## config.mk

```make
export PLATFORM = sky130hd
export DESIGN_NAME = register_file
export DESIGN_NICKNAME = d
export VERILOG_FILES = /design/src/rtl/register_file.sv
export SDC_FILE = /design/constraint.sdc
export NUM_CORES = 1
export LEC_CHECK = 0
export CAP_MARGIN = 25
export CORE_UTILIZATION = 35
export DETAILED_ROUTE_END_ITERATION = 8
export GPL_TIMING_DRIVEN = 0
export HOLD_SLACK_MARGIN = 0.06
export SETUP_SLACK_MARGIN = 0.3
export SYNTH_ARGS = -nofsm -noshare
export SYNTH_HDL_FRONTEND = slang
export SYNTH_SLANG_ARGS = --single-unit
```

## constraint.sdc

```tcl
create_clock -name CLK -period 4.1 [get_ports CLK]
set_input_delay 0.41 -clock CLK [delete_from_list [all_inputs] [get_ports CLK]]
set_output_delay 0.41 -clock CLK [all_outputs]
set_load 0.02 [all_outputs]
```

## src/rtl/register_file.sv

```systemverilog
// ---------------------------------------------------------------------------
// register_file
//
// Purpose:
//   General-purpose register file for the 8-bit CPU datapath. It has one
//   write port and two read ports. Both read ports are registered on the
//   rising edge of CLK, so OUT1/OUT2 are already stable when the downstream
//   negedge-clocked operand mux samples them.
//
// Ports:
//   CLK          in   1           clock; all state updates on posedge
//   RESET        in   1           synchronous reset, active-high
//   WRITE        in   1           write enable for this cycle
//   INADDRESS    in   ADDR_WIDTH  write address
//   IN           in   DATA_WIDTH  write data
//   OUT1ADDRESS  in   ADDR_WIDTH  read port 1 address
//   OUT2ADDRESS  in   ADDR_WIDTH  read port 2 address
//   OUT1         out  DATA_WIDTH  read port 1 data, registered
//   OUT2         out  DATA_WIDTH  read port 2 data, registered
//
// Configuration macro:
//   REGFILE_ZERO_REG_EN
//     Defined:   register 0 always reads as zero, and writes to it are dropped.
//                This includes the same-cycle bypass path.
//     Undefined: register 0 behaves like every other register.
// ---------------------------------------------------------------------------
module register_file #(
    parameter int DATA_WIDTH = 8,
    parameter int ADDR_WIDTH = 3
) (
    input  logic                  CLK,
    input  logic                  RESET,
    input  logic                  WRITE,
    input  logic [ADDR_WIDTH-1:0] INADDRESS,
    input  logic [DATA_WIDTH-1:0] IN,
    input  logic [ADDR_WIDTH-1:0] OUT1ADDRESS,
    input  logic [ADDR_WIDTH-1:0] OUT2ADDRESS,
    output logic [DATA_WIDTH-1:0] OUT1,
    output logic [DATA_WIDTH-1:0] OUT2
);

    localparam int NUM_REGS = 2 ** ADDR_WIDTH;

    logic [DATA_WIDTH-1:0] regs_q [NUM_REGS];
    logic [DATA_WIDTH-1:0] regs_d [NUM_REGS];
    logic [DATA_WIDTH-1:0] out1_q;
    logic [DATA_WIDTH-1:0] out1_d;
    logic [DATA_WIDTH-1:0] out2_q;
    logic [DATA_WIDTH-1:0] out2_d;
    logic                  wr_en_s;

    // Read data for one port. A write to the same address in the same cycle
    // forwards the new data, so a port never returns the stale array value.
    function automatic logic [DATA_WIDTH-1:0] read_port(
        input logic [ADDR_WIDTH-1:0] raddr,
        input logic                  wr,
        input logic [ADDR_WIDTH-1:0] waddr,
        input logic [DATA_WIDTH-1:0] wdata,
        input logic [DATA_WIDTH-1:0] stored
    );
        logic [DATA_WIDTH-1:0] data;
        if (wr && (waddr == raddr)) begin
            data = wdata;
        end else begin
            data = stored;
        end
`ifdef REGFILE_ZERO_REG_EN
        // The hardwired zero register wins over the bypass.
        if (raddr == {ADDR_WIDTH{1'b0}}) begin
            data = {DATA_WIDTH{1'b0}};
        end else begin
            data = data;
        end
`endif
        return data;
    endfunction

    // Effective write enable. With the zero register enabled, writes to
    // address 0 are discarded.
    always_comb begin
`ifdef REGFILE_ZERO_REG_EN
        wr_en_s = WRITE && (INADDRESS != {ADDR_WIDTH{1'b0}});
`else
        wr_en_s = WRITE;
`endif
    end

    // Next-state for the array and both registered read ports.
    always_comb begin
        regs_d = regs_q;
        out1_d = read_port(OUT1ADDRESS, WRITE, INADDRESS, IN, regs_q[OUT1ADDRESS]);
        out2_d = read_port(OUT2ADDRESS, WRITE, INADDRESS, IN, regs_q[OUT2ADDRESS]);
        if (wr_en_s) begin
            regs_d[INADDRESS] = IN;
        end else begin
            regs_d[INADDRESS] = regs_q[INADDRESS];
        end
    end

    // State registers. A synchronous reset clears the array and outputs and
    // drops any write presented in the same cycle.
    always_ff @(posedge CLK) begin
        if (RESET) begin
            for (int i = 0; i < NUM_REGS; i++) begin
                regs_q[i] <= {DATA_WIDTH{1'b0}};
            end
            out1_q <= {DATA_WIDTH{1'b0}};
            out2_q <= {DATA_WIDTH{1'b0}};
        end else begin
            regs_q <= regs_d;
            out1_q <= out1_d;
            out2_q <= out2_d;
        end
    end

    assign OUT1 = out1_q;
    assign OUT2 = out2_q;

endmodule

```

==> reports/metrics.csv <==
stage;metric;value;unit
status;status;finished, final reports clean;
pwr;power density over cell area;366.9;nW/um2
placed_design;HPWL Detailed;11.13;mm
worst_setup_path;WP data required;4330;ps
sta;Final setup viols;0;
grt;first-pass GRT wire length;22.55;mm
worst_setup_path;worst stage delay on the critical path;540;ps
run;max cap viols;0;
logic_synthesis;number of synthesized flops with an enable pin;0;
logic_synthesis;Synth cell types;50;
worst_setup_path;critical path class;in2reg;
sta;fin crit period;2027;ps
logic_synthesis;FFs w/ async S/R, synth;0;%
pwr;VDD IR-drop max;200.7;uV
final_layout;most frequent cells in the layout;dfxtp_1, o21ai_1, nand3_1;
clock_network;Longest Clk Path Bufs;2;
final_layout;Layout area overhead;17.12;%
grt;initial antenna violation count;0;
floorplanning;die width;116.2;um
final_layout;most common cell after layout, fill and taps aside;dfxtp_1;
clock_network;Num CTS Buffers;9;
logic_synthesis;net count after synthesis;502;
floorplanning;IO Pins;36;
placed_design;Setup Slack @ Placement;1751;ps
sta;Hold Vio Cnt, Final;0;
grt;grt ovf;0;
grt;vias in the first global route;3889;
logic_synthesis;sequential fraction of the synthesis area;35.06;%
worst_setup_path;worst-case reg-to-reg path depth;4;
worst_setup_path;Critical Path Sink;regs_q[23];
logic_synthesis;synthesized area per cell;9.477;um2
placed_design;IO Port Bufs;27;
logic_synthesis;Synth Register Bits;80;
logic_synthesis;cell count after synthesis;482;
floorplanning;Die Y;116.2;um
worst_setup_path;Reg2Reg Capture Point;regs_q[5];
logic_synthesis;area share of the largest cell type after synthesis;35.06;%
sta;Fmax;493.2;MHz
routing;1st-iter DRT viols;434;
floorplanning;Initial Utilization;36.05;%
final_layout;ratio of cells with drive above 1 in the final layout;17.71;%
routing;DR WL/cell;21.28;um
logic_synthesis;post-synth top area cell;dfxtp_1;
routing;Vias per Instance;6.056;
clock_network;clock slew at reported path FFs;70;ps
worst_hold_path;worst min path class;in2reg;
placed_design;area post-placement;5054;um2
sta;worst setup slack after layout;2073;ps
worst_setup_path;R2R Path Start;regs_q[5];
final_layout;Antenna Cells;0;
logic_synthesis;dominant synthesized flop cell;dfxtp_1;
logic_synthesis;Ys Warns;0;
grt;pin count of the biggest net entering global routing;15;
sta;Clock Skew;7.300;ps
clock_network;CTS tree;built;
floorplanning;Die ar.;13510;um2
sta;Tcrit/Tclk final;49.45;%
sta;slew margin rel.;55.83;%
sta;setup TNS;0;ps
clock_network;post_cts resized;0;
floorplanning;core area;12670;um2
clock_network;Sink Count;80;
pwr;Static Leak;0.001853;uW
routing;WL final;14.83;mm
worst_setup_path;CP Capture Type;flip-flop;
final_layout;post-route cell area;5350;um2
worst_setup_path;critical path, cell by cell;clkdlybuf4s50_1 > buf_2 > buf_2 > nand3_1 > nand3_1 > o21ai_1;
clock_network;worst skew pair latency;350;ps
routing;vias;4221;
clock_network;H-tree depth;3;
worst_setup_path;crit path from;INADDRESS[0];
worst_setup_path;slowest CP cell;clkdlybuf4s50_1;
clock_network;# hold bufs at CTS;0;
worst_setup_path;Worst setup SP type;input port;
grt;All-Layer GR Usage;22.79;%
final_layout;Final nets;540;
worst_setup_path;R2R setup slack;2650;ps
sta;Slew Limit Fails;0;
logic_synthesis;largest cells by area after synthesis;dfxtp_1, mux4_2, mux2i_1, o21ai_1, nand3_1;
clock_network;# Post-CTS Setup Buffers;0;
worst_setup_path;CP arrival;2250;ps
placed_design;GP Congestion;0.9560;
floorplanning;# rows;41;
sta;Hold Slack;464.4;ps
logic_synthesis;Mapped Area;4568;um2
sta;Worst Tran Pin Value;662.5;ps
routing;1st-pass router iterations;5;
routing;post-route ant nets;0;
routing;DRC violations left;0;
worst_setup_path;worst-path fanout max;10;
sta;RSZ-0062 raised after global routing;no;
clock_network;root buffer cell;clkbuf_16;
-- critical path, delay by kind of cell --
kind | cells | cell delay, ps
buffers and inverters | 3 | 1150
AND/OR/NAND/NOR | 2 | 600
AO/OA/AOI/OAI | 1 | 80
-- sequential cells by signal (all words and copies together) (netlist names) --
name and flops:
regs_q 64, OUT1 8, OUT2 8
-- kinds of logic (layout without fill, tap and decap cells) --
group                     Yosys count  after routing  share of synthesized area [%]
muxes                              65             65                          23.03
xor gates and xnor gates            6              6                          1.150
DFF                                80             80                          35.06
AOI/OAI and AO/OA                 147            147                          19.89
and+or+nand+nor                   133            133                          15.12
buffers and inverters              51             94                          5.752
-- per-layer routing --
layer	GRT usage, %	vias to the layer above	share of wire (%)
met3	3.062	31	7.4
met2	37.28	213	47
met5	0	-	0
met1	30.30	2054	43
li1	-	1923	-
met4	9.402	0	2.6
-- per-stage QoR --
step	power [uW]	std cells	utilization [%]
after floorplan	1044	482	-
after global placement	1142	681	39.88
after detailed placement	1149	681	39.88
after CTS	1954	697	42.22
after global routing	2019	697	42.22
final	1963	697	42.22
-- power by group --
| group | switching, uW | leakage [uW] | internal (uW) |
|---|---|---|---|
| combinational | 180 | 0.00106 | 120 |
| sequential | 28.1 | 0.000650 | 809 |
| clock | 350 | 0.000139 | 475 |
| total | 559 | 0.00185 | 1400 |
-- cell type report --
| class | count | area (um2) |
|---|---|---|
| Clock buffer | 10 | 229.0 |
| Inverter | 7 | 26.28 |
| Sequential cell | 80 | 1602 |
| Multi-Input combinational cell | 351 | 2704 |
| Timing Repair Buffer | 27 | 270.3 |
| Clock inverter | 6 | 67.56 |
| Tap cell | 172 | 215.2 |
| Buffer | 44 | 236.5 |
| Fill cell | 1260 | 7321 |
-- how the worst min path moves through the flow --
stage	from	end	cells after the start
finish	INADDRESS[2]	regs_q[53]	4
global route	INADDRESS[2]	regs_q[53]	4
CTS	INADDRESS[2]	regs_q[53]	4
detailed placement	regs_q[22]	regs_q[22]	2
global placement	regs_q[23]	regs_q[23]	2
floorplan	regs_q[4]	regs_q[4]	2
-- synth_stat cells (all sizes together), types with 2 or more instances --
cell type / number
a211oi: 7
dfxtp: 80
o2bb2ai: 4
nand4: 6
buf: 32
o21a: 6
o21ai: 83
o22ai: 3
mux2i: 32
a32oi: 2
and3: 4
o221ai: 2
inv: 7
nor2: 19
a21oi: 21
mux4: 32
or4: 2
nand3: 56
a21o: 2
clkbuf: 12
nand2: 19
a31oi: 7
a311o: 2
nor3b: 8
nor3: 8
xnor2: 6
a221o: 3
nor2b: 2
and3b: 2
(Power assumes the default switching activity.)
